$ cat config.mk
export PLATFORM = sky130hd
export DESIGN_NAME = ifetch
export DESIGN_NICKNAME = d
export VERILOG_FILES = /design/src/rtl/ifetch_pkg.sv /design/src/rtl/ifetch_next_pc_calc.sv /design/src/rtl/ifetch.sv
export SDC_FILE = /design/constraint.sdc
export NUM_CORES = 1
export LEC_CHECK = 0
export CAP_MARGIN = 30
export CORE_MARGIN = 2
export CORE_UTILIZATION = 49
export CTS_CLUSTER_SIZE = 8
export DETAILED_ROUTE_END_ITERATION = 7
export DONT_BUFFER_PORTS = 1
export GPL_ROUTABILITY_DRIVEN = 0
export SYNTH_ARGS = -nofsm -noshare
export SYNTH_HDL_FRONTEND = slang
export SYNTH_SLANG_ARGS = --single-unit
export TNS_END_PERCENT = 1
$ cat constraint.sdc
create_clock -name clk -period 3.7 [get_ports clk]
set_input_delay 1.11 -clock clk [delete_from_list [all_inputs] [get_ports clk]]
set_output_delay 1.11 -clock clk [all_outputs]
set_load 0.05 [all_outputs]
$ cat src/rtl/ifetch_pkg.sv
// Shared constants for the instruction-fetch stage: redirect kinds,
// FSM state encodings and immediate field widths.
package ifetch_pkg;

   localparam logic [1:0] REDIR_NONE   = 2'b00;
   localparam logic [1:0] REDIR_BRANCH = 2'b01;
   localparam logic [1:0] REDIR_JUMP   = 2'b10;
   localparam logic [1:0] REDIR_JR     = 2'b11;

   localparam logic [1:0] ST_BOOT  = 2'd0;
   localparam logic [1:0] ST_FETCH = 2'd1;
   localparam logic [1:0] ST_HOLD  = 2'd2;

   localparam int IMM16_W = 16;
   localparam int IMM26_W = 26;

endpackage

$ cat src/rtl/ifetch_next_pc_calc.sv
// Combinational redirect target: PC-relative branch, absolute jump within
// the current 256 MB region, or register-indirect jump.
module next_pc_calc
   import ifetch_pkg::*;
#(
   parameter int DATA_WIDTH = 32
) (
   input  logic [1:0]            redir_type,
   input  logic [DATA_WIDTH-1:0] pc_plus4,
   input  logic [IMM16_W-1:0]    imm16,
   input  logic [IMM26_W-1:0]    imm26,
   input  logic [DATA_WIDTH-1:0] reg_value,
   output logic [DATA_WIDTH-1:0] target
);

   logic signed [DATA_WIDTH-1:0] branch_offset;

   assign branch_offset = {{(DATA_WIDTH-IMM16_W-2){imm16[IMM16_W-1]}}, imm16, 2'b00};

   always_comb begin
      target = pc_plus4;
      case (redir_type)
         REDIR_BRANCH: target = pc_plus4 + branch_offset;
         REDIR_JUMP:   target = {pc_plus4[31:28], imm26, 2'b00};
         REDIR_JR:     target = {reg_value[31:2], 2'b00};
         default:      target = pc_plus4;
      endcase
   end

endmodule

$ cat src/rtl/ifetch.sv
// Instruction-fetch stage: owns the PC, runs req/ack transactions to
// instruction memory and hands words to the decoder over valid/ready.
module ifetch
   import ifetch_pkg::*;
#(
   parameter int                    DATA_WIDTH = 32,
   parameter logic [DATA_WIDTH-1:0] RESET_PC   = 32'h0000_3000
) (
   input  logic                  clk,
   input  logic                  rst_n,
   output logic                  imem_req,
   output logic [DATA_WIDTH-1:0] imem_addr,
   input  logic                  imem_ack,
   input  logic [DATA_WIDTH-1:0] imem_rdata,
   output logic                  out_valid,
   input  logic                  out_ready,
   output logic [DATA_WIDTH-1:0] out_instruction,
   output logic [DATA_WIDTH-1:0] out_pc,
   input  logic                  redirect_valid,
   input  logic [1:0]            redirect_type,
   input  logic [DATA_WIDTH-1:0] redirect_pc_plus4,
   input  logic [IMM16_W-1:0]    redirect_imm16,
   input  logic [IMM26_W-1:0]    redirect_imm26,
   input  logic [DATA_WIDTH-1:0] redirect_reg
);

   logic [1:0]            state;
   logic [DATA_WIDTH-1:0] pc;
   logic                  drop;
   logic [DATA_WIDTH-1:0] target;
   logic                  redir;

   function automatic logic [DATA_WIDTH-1:0] align_word(input logic [DATA_WIDTH-1:0] a);
      return {a[DATA_WIDTH-1:2], 2'b00};
   endfunction

   assign redir = redirect_valid && (redirect_type != REDIR_NONE);

   next_pc_calc #(.DATA_WIDTH(DATA_WIDTH)) u_next_pc (
      .redir_type (redirect_type),
      .pc_plus4   (redirect_pc_plus4),
      .imm16      (redirect_imm16),
      .imm26      (redirect_imm26),
      .reg_value  (redirect_reg),
      .target     (target)
   );

   always_ff @(posedge clk) begin
      if (!rst_n) begin
         state           <= ST_BOOT;
         pc              <= RESET_PC;
         drop            <= 1'b0;
         imem_req        <= 1'b0;
         imem_addr       <= '0;
         out_valid       <= 1'b0;
         out_instruction <= '0;
         out_pc          <= '0;
      end else begin
         case (state)
            ST_BOOT: begin
               state    <= ST_FETCH;
               imem_req <= 1'b1;
               if (redir) begin
                  pc        <= target;
                  imem_addr <= align_word(target);
               end else begin
                  imem_addr <= align_word(pc);
               end
            end
            ST_FETCH: begin
               if (redir) begin
                  pc <= target;
                  if (imem_req && imem_ack) begin
                     // Wrong-path word arrives with the redirect: idle one cycle.
                     imem_req <= 1'b0;
                     drop     <= 1'b0;
                  end else if (imem_req) begin
                     drop <= 1'b1;
                  end else begin
                     imem_req  <= 1'b1;
                     imem_addr <= align_word(target);
                  end
               end else if (!imem_req) begin
                  imem_req  <= 1'b1;
                  imem_addr <= align_word(pc);
               end else if (imem_ack) begin
                  if (drop) begin
                     // Squashed response; reissue at the redirected PC.
                     drop      <= 1'b0;
                     imem_addr <= align_word(pc);
                  end else begin
                     out_instruction <= imem_rdata;
                     out_pc          <= pc;
                     out_valid       <= 1'b1;
                     pc              <= pc + 32'd4;
                     imem_req        <= 1'b0;
                     state           <= ST_HOLD;
                  end
               end
            end
            ST_HOLD: begin
               if (redir) begin
                  out_valid <= 1'b0;
                  pc        <= target;
                  state     <= ST_FETCH;
                  imem_req  <= 1'b1;
                  imem_addr <= align_word(target);
               end else if (out_ready) begin
                  out_valid <= 1'b0;
                  state     <= ST_FETCH;
                  imem_req  <= 1'b1;
                  imem_addr <= align_word(pc);
               end
            end
            default: begin
               state    <= ST_BOOT;
               imem_req <= 1'b0;
            end
         endcase
      end
   end

endmodule

==> results of run 1 <==
==> cell type report <==
class / instances / area (um^2) / area share [%]
clock buffers: 21 / 480 / 5.34
clock inverters: 11 / 100 / 1.11
inverters: 13 / 48.8 / 0.543
multi-input cells: 896 / 5230 / 58.1
flip-flops and latches: 131 / 2620 / 29.2
well taps: 220 / 275 / 3.06
repair buffers: 27 / 240 / 2.67
==> kinds of logic (layout without fill, tap and decap cells) <==
kind of cell / after synthesis / in the layout / synth area share, %
flops: 131 / 131 / 31.6
compound gates: 370 / 370 / 27.4
simple gates: 430 / 430 / 22.9
other cells: 1 / 2 / 0.0451
mux: 33 / 33 / 4.37
buf+inv: 98 / 72 / 5.84
fa+ha+maj: 31 / 31 / 4.76
xor+xnor: 30 / 30 / 3.16
==> layer usage <==
metal / vias up / share of wire (%) / routed length [um] / track usage [%]
met3: 33 / 9.9 / 2640 / 7.56
met5: - / 0 / 0 / 0
met1: 3713 / 46 / 12200 / 41.7
li1: 3962 / - / - / -
met2: 351 / 43 / 11400 / 42.1
met4: 0 / 1.5 / 386 / 8.36
==> sequential cells by signal (all words and copies together) (netlist names) <==
register         count
out_pc              32
pc                  32
out_valid            1
imem_req             1
drop                 1
state                2
out_instruction     32
imem_addr           30
==> layout by cell type (no fill, tap or decap), drive strengths merged, types with 4 or more instances in the layout <==
cell	n
o22ai	12
a221oi	7
a31oi	9
a21o	14
a211oi	8
and4	8
o21ai	84
inv	15
o2111ai	4
clkinvlp	5
xnor2	19
and2	4
nand2	228
o211ai	12
clkbuf	21
nor2	76
mux2	13
buf	27
o31a	5
a21boi	5
o21a	6
dfxtp	131
nor3	25
ha	30
and3	14
or2	5
or3	5
a21oi	164
xor2	11
nand3	38
mux2i	19
nand2b	4
nand4	10
==> stage by stage <==
stage / instances / util [%] / cell area (um^2) / setup WS, ns / hold WS [ns]
floorplan: 1125 / - / 8310 / 0.506 / 0.432
global placement: 1287 / 50.7 / 8410 / 0.170 / 0.441
detailed placement: 1287 / 50.7 / 8410 / 0.173 / 0.445
CTS: 1319 / 54.2 / 8990 / 0.617 / 0.454
global route: 1319 / 54.2 / 8990 / 0.388 / 0.486
finish: 1319 / 54.2 / 8990 / 0.554 / 0.452
==> worst reg2reg max path: stages, from the launching register on <==
cell and delay (ns):
dfxtp_1 0.72, nand2_1 0.16, nor2_1 0.16, nand2_1 0.10
a21boi_2 0.20, buf_4 0.36, o21ai_0 0.17, a221o_1 0.39
a31o_2 0.21
==> power groups by stage <==
stage | clock [mW] | combinational, mW | sequential [mW]
2_1_floorplan | 0 | 0.674 | 1.83
3_3_place_gp | 0 | 0.813 | 1.90
3_5_place_dp | 0 | 0.819 | 1.90
4_1_cts | 1.66 | 0.823 | 1.87
5_1_grt | 1.73 | 0.922 | 1.88
6_report | 1.64 | 0.837 | 1.87
==> worst paths after layout <==
path / slack (ns) / end / from / cells past startpoint
setup / recovery: 0.55 / imem_addr[20] / redirect_pc_plus4[2] / 10
hold / removal: 0.45 / out_pc[1] / pc[1] / 2
setup reg to reg: 1.12 / pc[13] / imem_req / 8
hold reg to reg: 0.45 / out_pc[1] / pc[1] / 2
==> reports/results.tsv, run 1 <==
metric	value	unit
status	completed	
rsz0062_at_grt	no	
remaining_drc_errors	0	
drv_cap	0	
cts_root_buffer	clkbuf_16	
final_nets	1262	
setup_viol	0	
grt_overflow	0	
cts_resized	0	
cts.clk_slew.worst_paths	0.06	ns
arrival	3.49	ns
cts_buffer_depth	2	
cp_max_fo	4	
hold_buffers	0	
grt_pass1_vias	7264	
cts_tree	built	
vdd_ir_drop_max	0.338	mV
async_flop_share	0	%
start_util	50.1	%
fp-row-count	47	
portBuffers	0	
critPathRequiredTime	4.05	ns
diodes	0	
ioPinCount	243	
post-route-period-util	85.0	%
grt_max_degree	46	
numCtsBuffers	17	
cts-htree-levels	4	
syn_area	8310	um^2
slew_headroom	34.2	%
syn_area_per_cell	7.39	um^2
cp_cell_sequence	ha_1 -> inv_1 -> fa_1 -> nand2b_1 -> a21oi_2 -> o21ai_1 -> a21boi_1 -> o311ai_0 -> a221oi_1 -> nor3_1	
endpoint_kind	flip-flop	
core	16600	um^2
hold_path.class	reg -> reg	
final_antenna_net_count	0	
skew	0.00860	ns
p_int	2.84	mW
die_w	134	um
drive_above_1_share	9.37	%
ys.flop_type	dfxtp_1	
synth_top_area_share	31.6	%
p_leak	3.33	nW
via_per_inst	6.11	
crit_type	in -> reg	
critPathMaxStageDelay	0.86	ns
synth_seq_cells	131	
slew_viol_final	0	
post-synth-top-count-cell	nand2_1	
area_growth	8.24	%
sw_frac_of_total	34.6	%
critPathLaunchType	input port	
crit_slowest_cell	o311ai_0	
p_seq_share	43.0	%
fp.dieArea	18000	um^2
period_needed	3.15	ns
synth_edf_count	0	
power_frac_comb	19.3	%
synth_cell_types	85	
grt_use_total	28.9	%
ys_top_cells_by_area	dfxtp_1 (32%), nand2_1 (10%), a21oi_1 (9.7%)	
p_total	4.34	mW
yosysWarningCount	0	
dp_hpwl	19400	um
cts_num_sinks	131	
yosys.area.top_type	dfxtp_1	
path_delay_family	compound AO/OA/AOI/OAI gates	
worst-path-buf-inv	1	
vias	8059	
fill_cells	1653	
avgRoutedWirePerCell	20.2	um
hold_violations	0	
drtIter0Drc	681	
p_sw	1.51	mW
drt_wl_total	26600	um
powerDensity	483	nW/um^2
netlist_instances	1124	
clockPowerShare	37.7	%
ys_seq_area_share	31.6	%
antenna_found_initial	0	
setup_tns	0	ns
synthTopCellsByCount	nand2_1 (227), a21oi_1 (161), dfxtp_1 (131), o21ai_0 (77), nor2_1 (75)	
first_pass_iters	5	
grt_pass1_wl	40900	um
timing.fmax	0.318	GHz
postCtsSetupBuffers	0	
insertion_delay	0.42	ns
worstMarginPinSlew	0.975	ns
die_h	134	um
Power figures use the tool's default switching activity.
==> run 2, diff against run 1 <==
Settings changed: RECOVER_POWER from default to 25.
==> run 2 against run 1 <==
The run now ends with capacitance limit left. Die area is the same. Sequential share of layout area is essentially flat. Clock-buffer cell count is the same. Final area is essentially flat. Register-to-register slack lost 0.03 ns. Power is essentially flat. Utilization is essentially flat. Global-route usage is the same. Via count grew 0.56%. Worst setup slack lost 0.13 ns. First-iteration DRC count shrank 0.29%.
==> reports/results.tsv, run 2 (same netlist as run 1, synthesis figures left out) <==
metric	value	unit	change
worst-path-buf-inv	1		unchanged
gr-usage-met1	41.7	%	unchanged
fp.dieArea	18000	um^2	unchanged
finalInstanceArea	8990	um^2	about the same
place_area	8410	um^2	unchanged
insertion_delay	0.42	ns	about the same
period_needed	3.28	ns	+0.131 ns
whs	0.452	ns	-0.0000140 ns
endpoint_kind	flip-flop		
grt_pass1_wl	40900	um	unchanged
critPathLaunchType	input port		
via_per_inst	6.14		+0.56%
setup_tns	0	ns	unchanged
path_delay_family	simple AND/OR/NAND/NOR gates		
cts_root_buffer	clkbuf_16		
post-route-period-util	88.6	%	+3.6 points
crit_type	in -> reg		
grt_pass1_vias	7264		unchanged
critPathRequiredTime	4.03	ns	-0.02 ns
p_leak	3.32	nW	-0.20%
die_w	134	um	unchanged
postCtsSetupBuffers	0		unchanged
cts_num_sinks	131		unchanged
r2r_cells	8		unchanged
drv_cap	1		+1
slew_viol_final	0		unchanged
numCtsBuffers	17		unchanged
drt_wl_total	26700	um	+0.29%
timing.fmax	0.305	GHz	-4.0%
fp-row-count	47		unchanged
grtUsageMet2	42.1	%	unchanged
die_h	134	um	unchanged
final_nets	1262		unchanged
crit_slowest_cell	clkbuf_1		
drtIter0Drc	679		-0.29%
regArea	2620	um^2	unchanged
vias	8104		+0.56%
final_common_cell	nand2_1		
core	16600	um^2	unchanged
fill_cells	1657		+0.24%
cts_buffer_depth	2		unchanged
portBuffers	0		unchanged
dp_hpwl	19400	um	unchanged
grt_max_degree	46		unchanged
ioPinCount	243		unchanged
area_growth	8.15	%	about the same
busiest_layer	met2		
remaining_drc_errors	0		unchanged
grt_use_total	28.9	%	unchanged
cts-htree-levels	4		unchanged
status	finished with violations		
hold_buffers	0		unchanged
p_total	4.34	mW	about the same
cts_resized	0		unchanged
antenna_found_initial	0		unchanged
grt_overflow	0		unchanged
reg.largest.list	out_instruction: 32 flops, out_pc: 32 flops, pc: 32 flops		
arrival	3.61	ns	+0.12 ns
cp_max_fo	45		+41
rsz0062_at_grt	no		
hold_path.class	reg -> reg		
start_util	50.1	%	unchanged
violations	capacitance limit		
whs_path_depth	2		unchanged
cts.clk_slew.worst_paths	0.06	ns	about the same
diodes	0		unchanged
final_antenna_net_count	0		unchanged
worstMarginPinSlew	1.49	ns	+0.519 ns
final_cell_mix	nand2_1 (226), a21oi_1 (161), dfxtp_1 (131), o21ai_0 (77), nor2_1 (74)		
drive_above_1_share	9.10	%	-0.27 points
first_pass_iters	6		+1
hold_violations	0		unchanged
critPathMaxStageDelay	0.94	ns	+0.08 ns
skew	0.00819	ns	-0.000414 ns
cp.depth	7		-3
powerDensity	483	nW/um^2	about the same
slew_headroom	0.288	%	-34 points
post-route-util	54.2	%	about the same
cp_cell_sequence	o21a_1 -> clkbuf_1 -> nor2b_1 -> nand2_2 -> o21ai_0 -> or3_2 -> o41ai_2		
met3_usage	7.56	%	unchanged
avgRoutedWirePerCell	20.2	um	+0.29%
vdd_ir_drop_max	0.336	mV	-0.64%
cts_tree	built		
multi_input_area	5230	um^2	unchanged
setup_viol	0		unchanged
-- run 2: worst paths after layout --
| path | slack (ns) | to | from |
|---|---|---|---|
| worst max-delay path | 0.42 | pc[30] | redirect_type[0] |
| worst min-delay path | 0.45 | out_pc[1] | pc[1] |
| worst max register to register | 1.09 | pc[13] | imem_req |
| worst min register to register | 0.45 | out_pc[1] | pc[1] |
-- run 2: power breakdown --
group	total, mW	internal (mW)	switching [mW]
registers	1.87	1.52	0.354
logic	0.837	0.329	0.508
clock network	1.64	0.994	0.643
-- run 2: cell type report --
cell class              instances  share of cell area (%)
repair buffers                 27                    2.59
well taps                     220                    3.06
inverters                      13                   0.543
clock buffers                  21                    5.35
clock inverters                11                    1.11
flip-flops and latches        131                    29.2
multi-input cells             896                    58.2
-- run 2: worst min-delay path, stage by stage, from the launching register on --
cell     delay (ns)
dfxtp_1        0.31
nand2_1        0.05
a21oi_1        0.05
-- run 2: metrics by stage --
step,instances,setup WS [ns]
after global placement,1287,0.170
after CTS,1319,0.617
after detailed placement,1287,0.173
after global routing,1319,0.257
after floorplan,1125,0.506
final,1319,0.423
-- run 2: routing by layer --
layer	up-vias	share of wire [%]
met4	0	1.5
met3	33	9.6
met1	3739	46
li1	3968	-
met2	364	43
met5	-	0
